[config.mk]
export PLATFORM = sky130hd
export DESIGN_NAME = anton_neopixel_stream_engine
export DESIGN_NICKNAME = d
export VERILOG_FILES = /design/src/rtl/anton_neopixel_stream_engine.sv
export SDC_FILE = /design/constraint.sdc
export NUM_CORES = 1
export LEC_CHECK = 0
export ABC_AREA = 1
export ABC_CLOCK_PERIOD_IN_PS = 3400
export BUFFER_PORTS_ARGS = -buffer_cell sky130_fd_sc_hd__buf_2
export CORE_AREA = 2 2 85 87
export DETAILED_ROUTE_END_ITERATION = 8
export DIE_AREA = 0 0 87 89
export PLACE_DENSITY = 0.65
export SYNTH_ARGS = -nofsm -noshare
export SYNTH_HDL_FRONTEND = slang
export SYNTH_SLANG_ARGS = --single-unit
[constraint.sdc]
create_clock -name clk6_4mhz -period 3.4 [get_ports clk6_4mhz]
set_input_delay 0.68 -clock clk6_4mhz [delete_from_list [all_inputs] [get_ports clk6_4mhz]]
set_output_delay 0.68 -clock clk6_4mhz [all_outputs]
set_load 0.005 [all_outputs]
[src/rtl/anton_neopixel_stream_engine.sv]
// NeoPixel stream sequencer: walks sub-bit, bit and pixel indices through the
// buffer, then holds the line in reset, with loop/one-shot control and frame counting.
module anton_neopixel_stream_engine #(
  parameter int unsigned BUFFER_END    = 7,
  parameter int unsigned RESET_DELAY   = 1959,
  parameter int unsigned PIXEL_BITS    = 24,
  parameter int unsigned PATTERN_STEPS = 8,
  parameter int unsigned BUFFER_BITS   = $clog2(BUFFER_END + 1)
) (
  input  logic                             clk6_4mhz,
  input  logic                             rst,
  input  logic                             reg_ctrl_init,
  input  logic                             reg_ctrl_run,
  input  logic                             reg_ctrl_loop,
  input  logic                             reg_ctrl_limit,
  input  logic                             reg_ctrl_32bit,
  input  logic [12:0]                      reg_max,
  input  logic [11:0]                      reg_reset_delay,
  input  logic                             init_slow,
  output logic                             init_slow_done,
  output logic [$clog2(PATTERN_STEPS)-1:0] bit_pattern_index,
  output logic [5:0]                       pixel_bit_index,
  output logic [BUFFER_BITS-1:0]           pixel_index,
  output logic [BUFFER_BITS-1:0]           pixel_index_max,
  output logic [1:0]                       state,
  output logic                             stream_output,
  output logic                             stream_reset,
  output logic                             stream_bit_of,
  output logic                             stream_pixel_of,
  output logic                             stream_sync_of,
  output logic                             frame_done,
  output logic [15:0]                      frame_count
);

  localparam int unsigned PAT_W = $clog2(PATTERN_STEPS);
  localparam logic [BUFFER_BITS-1:0] LOW_MASK = BUFFER_BITS'(3);

  typedef enum logic [1:0] {
    ST_IDLE     = 2'd0,
    ST_TRANSMIT = 2'd1,
    ST_RESET    = 2'd2,
    ST_DONE     = 2'd3
  } state_t;

  state_t                 state_q, state_d;
  logic [PAT_W-1:0]       pat_q, pat_d;
  logic [5:0]             bit_q, bit_d;
  logic [BUFFER_BITS-1:0] pix_q, pix_d;
  logic [11:0]            rcnt_q, rcnt_d;
  logic [15:0]            fcnt_q, fcnt_d;
  logic                   fdone_q, fdone_d;
  logic                   ack_q, ack_d;

  logic                   active;
  logic                   pattern_of;
  logic                   last;
  logic [BUFFER_BITS-1:0] pix_equiv;
  logic [BUFFER_BITS-1:0] pix_step;
  logic [11:0]            delay_eff;
  logic [12:0]            max_clamped;

  // Clamp is done at full register width so large reg_max values cannot alias
  // onto small indices after truncation.
  always_comb begin
    max_clamped = (reg_max < 13'(BUFFER_END)) ? reg_max : 13'(BUFFER_END);
    pixel_index_max = reg_ctrl_limit ? max_clamped[BUFFER_BITS-1:0]
                                     : BUFFER_BITS'(BUFFER_END);
  end

  always_comb begin
    active          = reg_ctrl_run && !reg_ctrl_init;
    stream_output   = active && (state_q == ST_TRANSMIT);
    stream_reset    = active && (state_q == ST_RESET);
    pattern_of      = stream_output && (pat_q == PAT_W'(PATTERN_STEPS - 1));
    stream_bit_of   = pattern_of && (bit_q == 6'(PIXEL_BITS - 1));
    pix_equiv       = reg_ctrl_32bit ? (pix_q | LOW_MASK) : pix_q;
    last            = (pix_equiv == pixel_index_max);
    stream_pixel_of = stream_bit_of && last;
    pix_step        = reg_ctrl_32bit ? BUFFER_BITS'(4) : BUFFER_BITS'(1);
    delay_eff       = (reg_reset_delay != 12'd0) ? reg_reset_delay : 12'(RESET_DELAY);
    stream_sync_of  = stream_reset && (rcnt_q == delay_eff);
  end

  always_comb begin
    state_d = state_q;
    pat_d   = pat_q;
    bit_d   = bit_q;
    pix_d   = pix_q;
    rcnt_d  = rcnt_q;
    fcnt_d  = fcnt_q;
    fdone_d = 1'b0;
    ack_d   = 1'b0;

    if (init_slow) begin
      // Toggling the acknowledge makes a held request re-acknowledge every other cycle.
      state_d = ST_IDLE;
      pat_d   = '0;
      bit_d   = '0;
      pix_d   = '0;
      rcnt_d  = '0;
      ack_d   = !ack_q;
    end else begin
      unique case (state_q)
        ST_IDLE: begin
          if (active) begin
            state_d = ST_TRANSMIT;
            pat_d   = '0;
            bit_d   = '0;
            pix_d   = '0;
            rcnt_d  = '0;
          end
        end
        ST_TRANSMIT: begin
          if (stream_output) begin
            pat_d = pat_q + 1'b1;
            if (pattern_of) begin
              bit_d = stream_bit_of ? 6'd0 : bit_q + 6'd1;
            end
            if (stream_bit_of) begin
              pix_d = last ? '0 : pix_q + pix_step;
            end
            if (stream_pixel_of) begin
              state_d = ST_RESET;
            end
          end
        end
        ST_RESET: begin
          if (stream_reset) begin
            if (stream_sync_of) begin
              rcnt_d  = '0;
              fdone_d = 1'b1;
              fcnt_d  = fcnt_q + 16'd1;
              state_d = reg_ctrl_loop ? ST_TRANSMIT : ST_DONE;
            end else begin
              rcnt_d = rcnt_q + 12'd1;
            end
          end
        end
        ST_DONE: begin
          if (!reg_ctrl_run) begin
            state_d = ST_IDLE;
          end
        end
        default: state_d = ST_IDLE;
      endcase
    end
  end

  always_ff @(posedge clk6_4mhz or posedge rst) begin
    if (rst) begin
      state_q <= ST_IDLE;
      pat_q   <= '0;
      bit_q   <= '0;
      pix_q   <= '0;
      rcnt_q  <= '0;
      fcnt_q  <= '0;
      fdone_q <= 1'b0;
      ack_q   <= 1'b0;
    end else begin
      state_q <= state_d;
      pat_q   <= pat_d;
      bit_q   <= bit_d;
      pix_q   <= pix_d;
      rcnt_q  <= rcnt_d;
      fcnt_q  <= fcnt_d;
      fdone_q <= fdone_d;
      ack_q   <= ack_d;
    end
  end

  assign state             = state_q;
  assign bit_pattern_index = pat_q;
  assign pixel_bit_index   = bit_q;
  assign pixel_index       = pix_q;
  assign frame_count       = fcnt_q;
  assign frame_done        = fdone_q;
  assign init_slow_done    = ack_q;

endmodule

==> Word level (Yosys, flattened, before mapping) <==
Cells that the tools add are included.
{ "word_totals": {"regBits": 44, "latchBits": 0, "ramBits": 0, "rom_bits": 0, "inputBits": 33, "wordCells": 88, "memories": 0} }
{ "classes": {"add_sub_neg": 5, "mul": 0, "div": 0, "magnitude_cmp": 1, "eq_ne": 15, "shift": 0, "mux": 39, "bitwise": 1, "n_reduce_logical": 19} }
{ "op_table": {"columns": ["op", "n"], "rows": [
  ["12-bit two-way mux", 5],
  ["3-bit two-way mux", 10],
  ["6-bit two-way mux", 5],
  ["3-bit inequality test, second input constant", 8],
  ["12-bit case mux with 2 select lines", 1],
  ["2-bit two-way mux", 9],
  ["16-bit by 1-bit adder with 16-bit output, second input constant", 1],
  ["13-bit by 3-bit less-than comparator with 1-bit output, second input constant", 1],
  ["12-bit by 1-bit adder with 12-bit output, second input constant", 1],
  ["12-bit == test", 1],
  ["3-bit case mux with 2 select lines", 2],
  ["6-bit case mux with 2 select lines", 1],
  ["4-bit AND reduction", 3],
  ["12-bit nonzero test", 1],
  ["2-bit case mux with 4 select lines", 1],
  ["1-bit logical AND", 7],
  ["6-bit by 1-bit adder with 6-bit output, second input constant", 1],
  ["6-bit by 5-bit == test with 1-bit output, second input constant", 1],
  ["3-bit AND reduction", 2],
  ["6-bit AND reduction", 1],
  ["3-bit nonzero test", 2],
  ["1-bit two-way mux", 5],
  ["2-bit == test, second input constant", 2],
  ["3-bit by 1-bit adder with 3-bit output, second input constant", 1],
  ["other kinds (7)", 8]
]} }

==> Depth between registers and ports, before layout <==
Gate-level depths: netlist (run 1).
{ "logic_depth": {"ltp_word": 10, "mapped_depth": 15, "ltp_nobuf": 14} }

==> Least setup slack after synthesis (run 1) <==
Ideal clock, no wire load.
{ "synth_path": {"kind": "input-to-output", "from": "input port reg_reset_delay[11]", "to": "output port stream_sync_of", "t_arrival_ps": 1746, "required_time_ps": 2720, "slack_ps": 974, "stages": 9, "n_path_buf": 1, "cell_sequence": "or2_1 nor2_2 nand2_2 buf_6 nand3_1 nand2_1 nor2_2 nand3_2 nor2_4"} }
{ "synth_between": {"elab_chain_len": 4} }
{ "synth_lines": {"columns": ["item", "line_no", "source"], "rows": [
  ["start, declared", "18", "input logic [11:0] reg_reset_delay,"],
  ["12-bit nonzero test", "80", "delay_eff = (reg_reset_delay != 12'd0) ? reg_reset_delay : 12'(RESET_DELAY);"],
  ["12-bit two-way mux *", "80", null],
  ["12-bit == test *", "81", "stream_sync_of = stream_reset && (rcnt_q == delay_eff);"],
  ["1-bit logical AND *", "81", null],
  ["end, declared", "30", "output logic stream_sync_of,"]
]} }
Mark *: on every way between the ends. The rest lies on a longest branch, timed or not.

==> Worst setup path in the final report (run 1) <==
Ends and elaborated chain as after synthesis.

==> results of run 1 <==
-- where the power goes --
| part | total [uW] | internal, uW | switching [uW] |
|---|---|---|---|
| clock | 432 | 241 | 192 |
| sequential | 595 | 551 | 44.2 |
| combinational | 282 | 105 | 178 |
-- through the flow --
step	setup WS [ps]	total power (uW)	hold slack, ps	area [sq um]
after floorplan	974.4	789.8	427.6	2978
after global placement	663.8	883.4	411.9	3425
after detailed placement	631.9	889.5	421.9	3425
after CTS	628.8	1330	431.4	3546
after global routing	451.5	1390	464.0	3546
final	629.0	1310	414.6	3546
-- layout by cell type (no fill, tap or decap), types with 3 or more instances in the layout --
cell / n
nor2_1: 45
o21ai_1: 4
o21ai_0: 9
a21oi_1: 12
inv_1: 53
nand2_1: 104
nor3_2: 4
xor2_1: 18
buf_4: 4
ha_1: 8
nor2_2: 3
xnor2_1: 10
dfrtp_1: 44
nand3_1: 37
nand4_1: 20
clkbuf_8: 6
buf_2: 72
o22ai_1: 4
nor3_1: 8
-- logic make-up (layout without fill, tap and decap cells) --
kind of cell,Yosys count,in the layout,share of synthesized area (%)
AND/OR/NAND/NOR,233,233,36.26
AO/OA/AOI/OAI,33,33,6.471
adder cells (fa/ha/maj),8,8,3.361
flip-flops,44,44,36.97
XOR/XNOR,28,28,8.235
buffers and inverters,63,140,8.697
-- registers in the layout (all words and copies together) (netlist names) --
register and count:
bit_pattern_index 3, frame_count 16, pixel_bit_index 6, frame_done 1, pixel_index 3, init_slow_done 1
rcnt_q 12, state 2
-- worst max-delay path, delay by kind of cell --
kind | cells | cell delay [ps]
AO/OA/AOI/OAI | 1 | 80
buffers and inverters | 2 | 250
AND/OR/NAND/NOR | 7 | 1080
-- per-layer routing --
| layer | track usage (%) | vias up | part of all wire [%] |
|---|---|---|---|
| li1 | - | 1476 | - |
| met1 | 24.78 | 1340 | 48 |
| met2 | 33.80 | 65 | 47 |
| met3 | 4.063 | 8 | 4.4 |
| met4 | 5.398 | 0 | 1.1 |
| met5 | 0 | - | 0 |
-- final timing paths --
| check | startpoint | end | depth (start not counted) |
|---|---|---|---|
| worst min register to register | init_slow_done | init_slow_done | 1 |
| max in group asynchronous | rst | rcnt_q[3] | 3 |
| worst min-delay path | rst | frame_count[12] | 2 |
| worst max register to register | state[0] | state[0] | 10 |
| worst max-delay path | reg_reset_delay[11] | stream_sync_of | 10 |
| min in group clk6_4mhz | init_slow_done | init_slow_done | 1 |
-- cell type report --
| class | instances | area share [%] |
|---|---|---|
| Timing Repair Buffer | 76 | 11.01 |
| Sequential cell | 44 | 31.05 |
| Tap cell | 80 | 2.823 |
| Clock buffer | 6 | 2.329 |
| Clock inverter | 2 | 1.094 |
| Inverter | 56 | 6.069 |
| Multi-Input combinational cell | 302 | 45.62 |
==> flow_summary.toml, run 1 <==
[route]
antenna_left = 0
wire_per_inst_um = 12.63
first_pass_iters = 5
dr_total_vias = 2889
wl_um = 7149
drt_iter0_markers = 201
drc = 0
routed_via_density = 5.104

[power_and_ir_drop]
power.leakage_uw = 0.001853
powerDensity_nw_per_um2 = 369.4
max-vdd-ir-drop_v = 0.0002103

[yosys]
synth_area_leaders = "dfrtp_1 (37%), nand2_1 (13%), inv_1 (6.8%)"
netlist.top_cell.by_area = "dfrtp_1"
synth_commonest_cells = "nand2_1 (104), inv_1 (54), nor2_1 (45)"
syn_avg_cell_area_sq_um = 7.281
synthArstFlopShare_pct = 100.0
ys_seq_elements = 44
synthCells = 409
synth_top_area_share_pct = 36.97
syn_area_sq_um = 2978
synth-seq-area-share_pct = 36.97
synth_nets = 450
yosysMostFrequentCell = "nand2_1"
synth_ff_type = "dfrtp_1"
synth_warnings = 0
ys_types = 34
synth_edf_count = 0

[worst_setup_path]
crit_chain = "buf_2 > or2_1 > nor2_2 > nand2_2 > nand2_1 > o21ai_0 > nor2_1 > nand2_1 > nor2_4 > buf_2"
ff2ff_setup_slack_ps = 1390
arrival_ps = 2090
crit_path_end_kind = "output pin"
worst_path_largest_cell_delay_ps = 230
worstSetupStartpointType = "input pin"
required_ps = 2720
path_class = "in -> out"
slowest_stage = "or2_1"
worstPathMaxFanout = 15

[sta]
slew_violations = 0
min_period_over_period_pct = 81.50
rsz0062_at_grt = "false"
setup_tns_ps = 0
post-route-min-period_ps = 2771
finalHoldViolations = 0
slew_headroom_pct = 46.26
worst_clock_skew_ps = 12.97
tightest_slew_ps = 801.1
setup-violations-final = 0
clock.fmax_mhz = 360.9

[layout]
multi_input_area_sq_um = 1618
fin_util_pct = 52.77
num-nets-final = 526
n_antenna_cell = 0
area_growth_pct = 19.08
fillers = 685
ff_latch_area_sq_um = 1101
instances_no_fill = 566
drive_gt1_share_pct = 21.19

[grt]
grt_max_degree = 24
grt_pass1_vias = 2810
grt_antenna_before_repair = 0
grt_overflow = 0
grt.total_usage_pct = 19.51
grt_first_pass_wirelength_um = 12140

[floorplanning]
num_rows = 30
io_pins = 73
die_area_sq_um = 7743
start_util_pct = 44.32
die_y_um = 89
die_w_um = 87
coreArea_sq_um = 6719

[flow_run]
drv_cap = 0

[placement]
dp_cells = 558
dp_hpwl_um = 5645
port_buffers = 72
place.gp.congestion = 0.8716

[hold_path]
hold_path_class = "in -> async"

[clock_network]
clock_path_buffers = 2
cts_buffers = 5
numClockSinks = 44
htree_num_levels = 2
clkLatencyLatePin_ps = 300
clk_pin_slew_ps = 100
postCtsSetupRepairBufs = 0
postCtsResizedCells = 0
cts-hold-fix-buffers = 0
cts_tree = "yes"
clockRootBuffer = "clkbuf_8"

[outcome]
status = "complete, no violations"
Power figures use the tool's default switching activity.
==> inputs of run 2 (changes only) <==
Settings changed: ABC_AREA 1 to 0, ABC_CLOCK_PERIOD_IN_PS 3400 to 2700, CORE_AREA 2 2 85 87 to 2 2 80 82, DIE_AREA 0 0 87 89 to 0 0 82 84, PLACE_DENSITY 0.65 to 0.67.
Clock period 3.4 ns to 2.7 ns, I/O delays scaled along.
==> run 2 against run 1 <==
Effect of this change: the run now ends with negative setup slack left; synthesized area shrank 11%; first-iteration DRC count shrank 62%; count of clock-buffer cells in the layout down 1; core utilization is 4.8 points higher; largest power group unchanged; sequential share of layout area is 0.30 points higher; die area shrank 11%.
==> flow_summary.toml, run 2 <==
[layout]
num-nets-final = 435
drive_gt1_share_pct = 32.66
n_antenna_cell = 0
instances_no_fill = 472
area_growth_pct = 32.53
largest_register_ffs = 16
fillers = 568
final_common_cell = "buf_2"
final_cell_mix = "buf_2 (69), dfrtp_1 (44), buf_4 (31)"

[route]
routed_via_density = 5.294
first_pass_iters = 4
wl_um = 6274
wire_per_inst_um = 13.29
drt_iter0_markers = 76
drc = 0
dr_total_vias = 2499
antenna_left = 0

[floorplanning]
die_area_sq_um = 6888
coreArea_sq_um = 6096
die_y_um = 84
die_w_um = 82
start_util_pct = 43.47
num_rows = 29
io_pins = 73

[grt]
grt_max_degree = 37
grt_first_pass_wirelength_um = 10530
grt_pass1_vias = 2380
grt_antenna_before_repair = 0
grt.total_usage_pct = 19.48
grt_overflow = 0

[sta]
post-route-min-period_ps = 2730
clock.fmax_mhz = 366.3
fin_ws_ps = -29.81
slew_violations = 0
finalHoldViolations = 0
tightest_slew_ps = 469.1
rsz0062_at_grt = "true"
worst_clock_skew_ps = 8.291
setup-violations-final = 1
slew_headroom_pct = 68.44
min_period_over_period_pct = 101.1

[power_and_ir_drop]
switchingPower_uw = 333.1
intPower_uw = 1011
p_comb_share_pct = 11.2
clockPowerShare_pct = 39.2
max-vdd-ir-drop_v = 0.0002214
p_seq_share_pct = 49.7
switching_share_pct = 24.78
powerDensity_nw_per_um2 = 382.8
power.leakage_uw = 0.001725

[clock_network]
clk_pin_slew_ps = 90
clockRootBuffer = "clkbuf_8"
cts_tree = "yes"
clkLatencyLatePin_ps = 310
numClockSinks = 44
htree_num_levels = 2
clock_path_buffers = 2
cts_buffers = 5

[yosys]
yosysMostFrequentCell = "dfrtp_1"
ys_types = 48
synth-seq-area-share_pct = 41.55
syn_area_sq_um = 2650
synth_ff_type = "dfrtp_1"
synth_commonest_cells = "dfrtp_1 (44), nor2_1 (29), nand2_1 (25)"
synth_top_area_share_pct = 41.55
synth_nets = 330
synth_warnings = 0
synthCells = 289
synthArstFlopShare_pct = 100.0
ys_seq_elements = 44
synth_area_leaders = "dfrtp_1 (42%), xnor2_1 (5.3%), xor2_1 (5.0%)"
synth_edf_count = 0
netlist.top_cell.by_area = "dfrtp_1"
syn_avg_cell_area_sq_um = 9.170

[placement]
dp_hpwl_um = 4894
dp_cells = 463
place.gp.congestion = 0.8540
port_buffers = 72
dpl_worst_slack_ps = -308.1

[worst_setup_path]
worstSetupStartpointType = "input pin"
worstPathMaxFanout = 2
slowest_stage = "or4_4"
path_common_cell = "buf_4"
path_class = "in -> out"
worst_path_largest_cell_delay_ps = 550
arrival_ps = 2190
crit_chain = "buf_8 > nor4_4 > buf_4 > nand3_2 > or4_4 > a2111oi_4 > buf_4 > buf_6"
required_ps = 2160
crit_path_end_kind = "output pin"

[outcome]
violations = "negative setup slack"
status = "finished, violations left"

[flow_run]
drv_cap = 0

[hold_path]
hold_path_class = "in -> async"
[run 2: logic make-up after synthesis]
kind of cell               Yosys count  share of synthesized area [%]
AOI/OAI and AO/OA                   40                          10.81
DFF                                 44                          41.55
xor gates and xnor gates            31                          10.25
and+or+nand+nor                    143                          29.79
adders and majority gates            8                          3.777
buffers and inverters               22                          3.399
muxes                                1                         0.4249
[run 2: worst paths after layout]
path	slack, ps	depth (start not counted)	startpoint	to
max	-30	8	reg_reset_delay[10]	stream_sync_of
min	120	2	rst	init_slow_done
max reg2reg	460	6	state[1]	frame_count[1]
min reg2reg	440	1	init_slow_done	init_slow_done
max in group asynchronous	1850	3	rst	rcnt_q[10]
min in group clk6_4mhz	440	1	init_slow_done	init_slow_done
[run 2: cell type report]
cell class              count  area, sq um  area share [%]
inverters                  17        63.81           1.817
repair buffers            103        615.6           17.53
flip-flops and latches     44         1101           31.35
multi-input cells         223         1519           43.25
well taps                  77        96.34           2.743
clock inverters             3        47.55           1.354
clock buffers               5        68.82           1.959
[run 2: timing repair]
action,4_1_cts,5_1_grt
endpoints found under the hold margin,0,0
hold buffers,0,0
endpoints found under the setup margin,1,1
setup buffers,1,0
pin swaps,3,1
gates cloned,0,0
gates resized for setup,8,5
[run 2: power groups by stage]
stage / combinational, uW / clock (uW) / sequential [uW]
2_1_floorplan: 64.9 / 0 / 681
3_3_place_gp: 140 / 0 / 681
3_5_place_dp: 142 / 0 / 681
4_1_cts: 147 / 540 / 668
5_1_grt: 170 / 567 / 669
6_report: 150 / 527 / 668
[run 2: per-stage QoR]
step	instance area, sq um	TNS [ps]	hold slack (ps)	utilization [%]	total power (uW)
finish	3512	-29.81	124.6	57.61	1344
global route	3512	-109.0	137.4	57.61	1406
CTS	3478	-84.57	126.1	57.06	1355
detailed placement	3306	-597.5	434.7	54.23	822.7
global placement	3306	-376.7	415.0	54.23	820.2
floorplan	2650	0	426.6	-	746.0
[run 2: worst max-delay path, delay by kind of cell]
family	cells	cell delay (ps)
AND/OR/NAND/NOR	3	870
AO/OA/AOI/OAI	1	290
buffers and inverters	4	490
[run 2: routing by layer]
metal  up-vias  global-route usage (%)  wire (um)
li1       1234                       -          -
met1      1201                   25.12       2749
met2        58                   31.93       3115
met3         6                   4.545        333
met4         0                   6.061         76
met5         -                       0          0
